### config.mk
export PLATFORM = sky130hd
export DESIGN_NAME = best_root_selector_flat
export DESIGN_NICKNAME = d
export VERILOG_FILES = /design/src/rtl/best_root_selector_if.sv /design/src/rtl/best_root_selector.sv /design/src/flat_wrapper.sv
export SDC_FILE = /design/constraint.sdc
export NUM_CORES = 1
export LEC_CHECK = 0
export BUFFER_PORTS_ARGS = -buffer_cell sky130_fd_sc_hd__buf_2
export CORE_ASPECT_RATIO = 1.2
export CORE_MARGIN = 5
export CORE_UTILIZATION = 60
export CTS_BUF_LIST = sky130_fd_sc_hd__clkbuf_2 sky130_fd_sc_hd__clkbuf_4 sky130_fd_sc_hd__clkbuf_8
export CTS_CLUSTER_DIAMETER = 200
export DETAILED_ROUTE_END_ITERATION = 6
export PLACE_DENSITY = 0.83
export SETUP_SLACK_MARGIN = 0.05
export SLEW_MARGIN = 0
export SYNTH_ARGS = -nofsm -noshare
export SYNTH_HDL_FRONTEND = slang
export SYNTH_SLANG_ARGS = --single-unit
export TNS_END_PERCENT = 100
### constraint.sdc
create_clock -name clk -period 19.65 [get_ports clk]
set_input_delay 2.9475 -clock clk [delete_from_list [all_inputs] [get_ports clk]]
set_output_delay 2.9475 -clock clk [all_outputs]
set_load 0.01 [all_outputs]
### src/rtl/best_root_selector_if.sv
// Handshake and weights-memory bundle for the best-root selector.
// Root/cost inputs come from the update stage; mem_* go to the weights memory.
interface best_root_selector_if #(
    parameter int DATA_WIDTH = 32,
    parameter int EXTRA_BITS = 2
);
    logic [DATA_WIDTH+EXTRA_BITS-1:0] root_in;
    logic                             root_valid;
    logic                             root_ready;
    logic [DATA_WIDTH-1:0]            cost_in;
    logic                             cost_valid;
    logic                             first_iter;
    logic [DATA_WIDTH+EXTRA_BITS-1:0] mem_data;
    logic                             mem_wr_en;
    logic                             mem_update_weight;
    logic                             mem_initial_flag;
    logic [DATA_WIDTH-1:0]            best_cost;
    logic                             best_updated;
    logic                             seq_err;

    modport master (
        output root_in, root_valid, cost_in, cost_valid, first_iter,
        input  root_ready, mem_data, mem_wr_en, mem_update_weight,
        input  mem_initial_flag, best_cost, best_updated, seq_err
    );

    modport slave (
        input  root_in, root_valid, cost_in, cost_valid, first_iter,
        output root_ready, mem_data, mem_wr_en, mem_update_weight,
        output mem_initial_flag, best_cost, best_updated, seq_err
    );
endinterface

### src/rtl/best_root_selector.sv
// Buffers one iteration's roots and replays them into the weights memory
// only when the iteration cost beats the best cost seen so far.
module best_root_selector #(
    parameter int DATA_WIDTH    = 32,
    parameter int EXTRA_BITS    = 2,
    parameter int NUM_UNKOWNS   = 4,
    parameter int ADDRESS_WIDTH = 3,
    parameter logic [DATA_WIDTH+EXTRA_BITS-1:0] PAD_VALUE = '0
) (
    input logic clk,
    input logic rst,
    best_root_selector_if.slave bus
);
    localparam int W         = DATA_WIDTH + EXTRA_BITS;
    localparam int CW        = ADDRESS_WIDTH + 1;
    localparam int RAM_DEPTH = 1 << ADDRESS_WIDTH;
    localparam logic [CW-1:0] ROOT_LEN  = CW'(NUM_UNKOWNS);
    localparam logic [CW-1:0] FULL_LEN  = CW'(RAM_DEPTH);
    localparam logic [CW-1:0] LAST_ROOT = CW'(NUM_UNKOWNS - 1);
    localparam logic [DATA_WIDTH-1:0] MAG_MASK = {1'b0, {(DATA_WIDTH-1){1'b1}}};

    typedef enum logic [1:0] {COLLECT, WAIT_COST, WRITE} state_t;

    state_t                state;
    logic [CW-1:0]         count;
    logic [CW-1:0]         idx;
    logic [W-1:0]          buf_q [NUM_UNKOWNS];
    logic                  init_r;
    logic                  root_ready_q;
    logic [W-1:0]          mem_data_q;
    logic                  mem_wr_en_q;
    logic                  mem_update_weight_q;
    logic                  mem_initial_flag_q;
    logic [DATA_WIDTH-1:0] best_q;
    logic                  best_updated_q;
    logic                  seq_err_q;

    logic [CW-1:0]         sel_idx;
    logic                  sel_init;
    logic [CW-1:0]         sel_len;
    logic [W-1:0]          sel_word;
    logic [DATA_WIDTH-1:0] abs_cost;
    logic                  take;
    logic                  accept;
    logic                  emit;

    // The first word of a frame is emitted on the cost edge, so selection
    // follows first_iter there and init_r once the frame is running.
    always_comb begin
        sel_idx  = (state == WRITE) ? idx : '0;
        sel_init = (state == WRITE) ? init_r : bus.first_iter;
        sel_len  = sel_init ? FULL_LEN : ROOT_LEN;
        sel_word = PAD_VALUE;
        for (int i = 0; i < NUM_UNKOWNS; i++)
            if (sel_idx == CW'(i)) sel_word = buf_q[i];
        abs_cost = bus.cost_in & MAG_MASK;
        take     = bus.first_iter || (abs_cost < best_q);
        accept   = (state == COLLECT) && bus.root_valid && root_ready_q;
        emit     = ((state == WAIT_COST) && bus.cost_valid && take) ||
                   ((state == WRITE) && (idx != sel_len));
    end

    always_ff @(posedge clk or posedge rst) begin
        if (rst) begin
            state               <= COLLECT;
            count               <= '0;
            idx                 <= '0;
            init_r              <= 1'b0;
            root_ready_q        <= 1'b1;
            mem_data_q          <= '0;
            mem_wr_en_q         <= 1'b0;
            mem_update_weight_q <= 1'b0;
            mem_initial_flag_q  <= 1'b0;
            best_q              <= MAG_MASK;
            best_updated_q      <= 1'b0;
            seq_err_q           <= 1'b0;
            for (int i = 0; i < NUM_UNKOWNS; i++) buf_q[i] <= '0;
        end else begin
            mem_wr_en_q         <= 1'b0;
            mem_update_weight_q <= 1'b0;
            mem_initial_flag_q  <= 1'b0;
            best_updated_q      <= 1'b0;
            if (bus.cost_valid && (state != WAIT_COST)) seq_err_q <= 1'b1;
            if (emit) begin
                mem_wr_en_q         <= 1'b1;
                mem_data_q          <= sel_word;
                mem_update_weight_q <= !sel_init;
                mem_initial_flag_q  <= sel_init;
                best_updated_q      <= (sel_idx == sel_len - 1'b1);
            end
            unique case (state)
                COLLECT: begin
                    if (accept) begin
                        for (int i = 0; i < NUM_UNKOWNS; i++)
                            if (count == CW'(i)) buf_q[i] <= bus.root_in;
                        if (count == LAST_ROOT) begin
                            count        <= '0;
                            state        <= WAIT_COST;
                            root_ready_q <= 1'b0;
                        end else begin
                            count <= count + 1'b1;
                        end
                    end
                end
                WAIT_COST: begin
                    if (bus.cost_valid) begin
                        if (take) begin
                            best_q <= abs_cost;
                            init_r <= bus.first_iter;
                            idx    <= CW'(1);
                            state  <= WRITE;
                        end else begin
                            state        <= COLLECT;
                            root_ready_q <= 1'b1;
                        end
                    end
                end
                WRITE: begin
                    if (idx == sel_len) begin
                        idx          <= '0;
                        state        <= COLLECT;
                        root_ready_q <= 1'b1;
                    end else begin
                        idx <= idx + 1'b1;
                    end
                end
                default: state <= COLLECT;
            endcase
        end
    end

    assign bus.root_ready        = root_ready_q;
    assign bus.mem_data          = mem_data_q;
    assign bus.mem_wr_en         = mem_wr_en_q;
    assign bus.mem_update_weight = mem_update_weight_q;
    assign bus.mem_initial_flag  = mem_initial_flag_q;
    assign bus.best_cost         = best_q;
    assign bus.best_updated      = best_updated_q;
    assign bus.seq_err           = seq_err_q;
endmodule
### src/flat_wrapper.sv
// flat-port wrapper written by rule: the top's interface ports become plain ports
module best_root_selector_flat 
#(
    parameter int DATA_WIDTH    = 32,
    parameter int EXTRA_BITS    = 2,
    parameter int NUM_UNKOWNS   = 4,
    parameter int ADDRESS_WIDTH = 3,
    parameter logic [DATA_WIDTH+EXTRA_BITS-1:0] PAD_VALUE = '0
)
  (clk, rst, bus_root_in, bus_root_valid, bus_cost_in, bus_cost_valid, bus_first_iter, bus_root_ready, bus_mem_data, bus_mem_wr_en, bus_mem_update_weight, bus_mem_initial_flag, bus_best_cost, bus_best_updated, bus_seq_err);
  best_root_selector_if #(.DATA_WIDTH(DATA_WIDTH), .EXTRA_BITS(EXTRA_BITS)) bus_i ();
  input logic clk;
  input logic rst;
  input wire logic [$bits(bus_i.root_in)-1:0] bus_root_in;
  input wire logic [$bits(bus_i.root_valid)-1:0] bus_root_valid;
  input wire logic [$bits(bus_i.cost_in)-1:0] bus_cost_in;
  input wire logic [$bits(bus_i.cost_valid)-1:0] bus_cost_valid;
  input wire logic [$bits(bus_i.first_iter)-1:0] bus_first_iter;
  output wire logic [$bits(bus_i.root_ready)-1:0] bus_root_ready;
  output wire logic [$bits(bus_i.mem_data)-1:0] bus_mem_data;
  output wire logic [$bits(bus_i.mem_wr_en)-1:0] bus_mem_wr_en;
  output wire logic [$bits(bus_i.mem_update_weight)-1:0] bus_mem_update_weight;
  output wire logic [$bits(bus_i.mem_initial_flag)-1:0] bus_mem_initial_flag;
  output wire logic [$bits(bus_i.best_cost)-1:0] bus_best_cost;
  output wire logic [$bits(bus_i.best_updated)-1:0] bus_best_updated;
  output wire logic [$bits(bus_i.seq_err)-1:0] bus_seq_err;
  assign bus_i.root_in = bus_root_in;
  assign bus_i.root_valid = bus_root_valid;
  assign bus_i.cost_in = bus_cost_in;
  assign bus_i.cost_valid = bus_cost_valid;
  assign bus_i.first_iter = bus_first_iter;
  assign bus_root_ready = bus_i.root_ready;
  assign bus_mem_data = bus_i.mem_data;
  assign bus_mem_wr_en = bus_i.mem_wr_en;
  assign bus_mem_update_weight = bus_i.mem_update_weight;
  assign bus_mem_initial_flag = bus_i.mem_initial_flag;
  assign bus_best_cost = bus_i.best_cost;
  assign bus_best_updated = bus_i.best_updated;
  assign bus_seq_err = bus_i.seq_err;
  best_root_selector #(.DATA_WIDTH(DATA_WIDTH), .EXTRA_BITS(EXTRA_BITS), .NUM_UNKOWNS(NUM_UNKOWNS), .ADDRESS_WIDTH(ADDRESS_WIDTH), .PAD_VALUE(PAD_VALUE)) u_core (.clk(clk), .rst(rst), .bus(bus_i));
endmodule
==> flow_metrics.tcl <==
set metrics [dict create \
    syn_inst 830 \
    synth-seq-area-share_pct 55.0 \
    clkSlewWorstSetupHoldPaths_ns 0.06 \
    drt_drc_violations_left 0 \
    critical_path.startpoint_type "primary input" \
    yosys_warnings 0 \
    worst_hold_path_type "register to register" \
    wl_final_mm 21.0 \
    synth.avg_cell_area_um2 12.0 \
    areaGrowthSynthToFinish_pct 15.0 \
    floorplan.core_area_um2 16300 \
    synth.net_count 941 \
    post_synth_instance_area_um2 9990 \
    top_library_cells_by_usage_in_the_layout_fill_and_taps_aside "186 x sky130_fd_sc_hd__dfrtp_1, 141 x sky130_fd_sc_hd__mux2_2, 140 x sky130_fd_sc_hd__buf_2" \
    achievable-frequency_mhz 193 \
    ys_types 50 \
    worst_r2r_startpoint "u_core.state[0]" \
    antennaDiodeCount 0 \
    final_layout_size_suffix_gt1_share_pct 41.8 \
    r2r-end "u_core.bus.mem_data[2]" \
    min_tclk_post_route_ns 5.17 \
    library_cell_occupying_the_most_area_in_the_post_synthesis_netlist "sky130_fd_sc_hd__dfrtp_1" \
    grt_use_total_pct 22.5 \
    fp.dieH_um 151 \
    status "finished clean" \
    cts_max_path_buffers 3 \
    std_cell_rows 51 \
    synthXorXnorAreaFrac_pct 0.175 \
    whs_endpoint "u_core.bus.seq_err" \
    timing.hold.ws_ns 0.466 \
    synthSimpleGateAreaFrac_pct 7.03 \
    fin_skew_ns 0.0187 \
    synth_compound_area_share_pct 12.4 \
    max-slew-margin-rel_pct 17.9 \
    grt_setup_unrepaired "no" \
    pin_count_of_the_biggest_net_entering_global_routing 142 \
    critPathSlowestCell "sky130_fd_sc_hd__buf_4" \
    vias 6848 \
    routed_antenna_nets 0 \
    power_density_nw_per_um2 75.1 \
    critical_path_peak_fanout 67 \
    detailedPlacementHpwl_mm 13.4 \
    timing.critical_path.to_type "register" \
    maxSlewViolCount 0 \
    clock_latency_ns 0.48 \
    detailed_place.area_um2 10800 \
    routed_via_density 5.74 \
    routedWlPerCell_um 17.6 \
    post_cts_resized 0 \
    post_cts_hold_buffer_count 0 \
    hold_path.startpoint "u_core.bus.seq_err" \
    area_share_of_the_largest_cell_type_after_synthesis_pct 46.6 \
    cp_cell_sequence "buf_2 -> ha_1 -> nand3_1 -> nor3_1 -> a311oi_1 -> o211ai_1 -> a211oi_4 -> buf_4 -> or2_4 -> mux2_4" \
    synth.area.mux_share_pct 16.2 \
    buffer_ports.inserted 140 \
    dominant_combinational_cell_family_by_area_after_synthesis "multiplexers" \
    grt_pass1_vias 7257 \
    drt_pre_antenna_iters 4 \
    post_route_non_filler_standard_cell_count 1194 \
    crit_path_max_incr_delay_ns 0.53 \
    hold-path-cell-count 1 \
    mostFrequentLayoutCell "sky130_fd_sc_hd__dfrtp_1" \
    transition_time_at_the_pin_with_the_least_slew_margin_ns 1.23 \
    grt_first_pass_wirelength_mm 35.5 \
    die_w_um 128 \
    gpl.final_weighted_congestion 0.824 \
    sinks_on_the_clock_net 218 \
    clock_tree.root_cell "sky130_fd_sc_hd__clkbuf_8" \
    starting_utilization_of_the_core_area_pct 61.4 \
    drv_cap 0 \
    numCtsBuffers 35 \
    timing.setup.critical_path_class "primary input to register" \
    finalSetupViolations 0 \
    fin_nets 1075 \
    setup-tns-final_ns 0 \
    ys_seq_elements 218 \
    r2r_setup_slack_ns 16.29 \
    cts_htree_levels 2 \
    design_area_um2 11500 \
    yosys-top-cells-area "sky130_fd_sc_hd__dfrtp_1 47%, sky130_fd_sc_hd__mux2_2 16%, sky130_fd_sc_hd__dfstp_2 8.4%" \
    antenna_violations_before_repair 0 \
    initialDrtViolationCount 285 \
    final.period_utilization_pct 26.3 \
    floorplan.io_pins 143 \
    design.die.area_um2 19300 \
    finalHoldViolCount 0 \
    dp.cells 1139 \
    postCtsSetupRepairBufs 0 \
    postLayoutCoreUtil_pct 70.6 \
    required_time_of_the_worst_setup_path_ns 20.01 \
    cts_tree "built" \
    cp_data_arrival_time_ns 5.53 \
    r2r_cells 7 \
    vdd_drop_max_mv 0.0509 \
    post_synth_fa_ha_maj_area_fraction_pct 5.01 \
    power_leakage_nw 5.91 \
    gr-total-overflow 0 \
]
logic make-up after synthesis:
kind of cell               after synthesis
and+or+nand+nor                        159
DFF                                    218
xor gates and xnor gates                 2
muxes                                  143
buffers and inverters                   90
other                                    1
AOI/OAI and AO/OA                      177
adders and majority gates               40
layout make-up:
cell class              instances  area (µm²)
fillers                      1168        4790
repair buffers                144         731
well taps                     212         265
inverters                      43         171
flip-flops and latches        218        5500
clock inverters                 3        40.0
clock buffers                  52         659
multi-input cells             522        4120
sequential cells by signal (all words and copies together) (netlist names):
register and flops:
u_core.buf_q 136, u_core.bus.best_cost 31, u_core.bus.best_updated 1, u_core.bus.mem_data 34, u_core.bus.mem_initial_flag 1, u_core.bus.mem_update_weight 1
u_core.bus.mem_wr_en 1, u_core.bus.root_ready 1, u_core.bus.seq_err 1, u_core.count 4, u_core.idx 4, u_core.init_r 1
u_core.state 2
Yosys cell counts, drive strengths merged:
cell type / instances
nor3: 5
conb: 1
xor2: 2
or2: 1
and2: 1
a32o: 1
a21oi: 16
inv: 43
a21boi: 2
nand2: 84
o211ai: 3
o2111ai: 1
nor2b: 2
dfrtp: 186
a22o: 1
mux2i: 1
and3: 1
mux2: 142
a311oi: 1
a31oi: 34
nand3: 9
nand2b: 3
a21o: 3
clkbuf: 26
a221o: 34
nand4: 3
nor4: 1
nor3b: 1
a211oi: 2
nor4b: 1
o21ai: 75
o41ai: 1
a32oi: 1
dfstp: 32
ha: 40
nor2: 46
or3: 1
o22ai: 2
buf: 21
worst max-delay path, delay by kind of cell:
family          cells  cell delay [ns]
mux                 1             0.29
buf+inv             2             0.64
compound gates      3             0.85
fa+ha+maj           1             0.29
simple gates        3             0.49
through the flow:
stage          power [W]  worst slack, ns
2_1_floorplan   0.000467            10.79
3_3_place_gp    0.000481            14.04
3_5_place_dp    0.000481            14.01
4_1_cts         0.000871            14.49
5_1_grt         0.000897            14.32
6_report        0.000863            14.48
how the worst max path moves through the flow:
stage                            to             from  slack (ns)  depth (start not counted)
floorplan           u_core.buf_q[0]              rst       10.79                          1
global route          u_core.idx[0]  bus_cost_in[12]       14.32                         10
CTS                   u_core.idx[0]  bus_cost_in[12]       14.49                         10
global placement      u_core.idx[0]  bus_cost_in[12]       14.04                         10
finish                u_core.idx[0]  bus_cost_in[12]       14.48                         10
detailed placement    u_core.idx[0]  bus_cost_in[12]       14.01                         10
report_power, final:
part	leakage (nW)	internal, W	switching (W)
combinational	2.62	0.00000707	0.0000165
clock	0.373	0.000225	0.000164
sequential	2.92	0.000449	0.00000000000000000000509
layer usage:
layer | up-vias | GRT usage (%) | wire, µm
met2 | 164 | 38.4 | 10600
met4 | 0 | 6.90 | 443
met3 | 41 | 3.77 | 1160
met5 | - | 0 | 0
met1 | 3420 | 29.6 | 8850
li1 | 3223 | - | -
(Power assumes the default switching activity.)
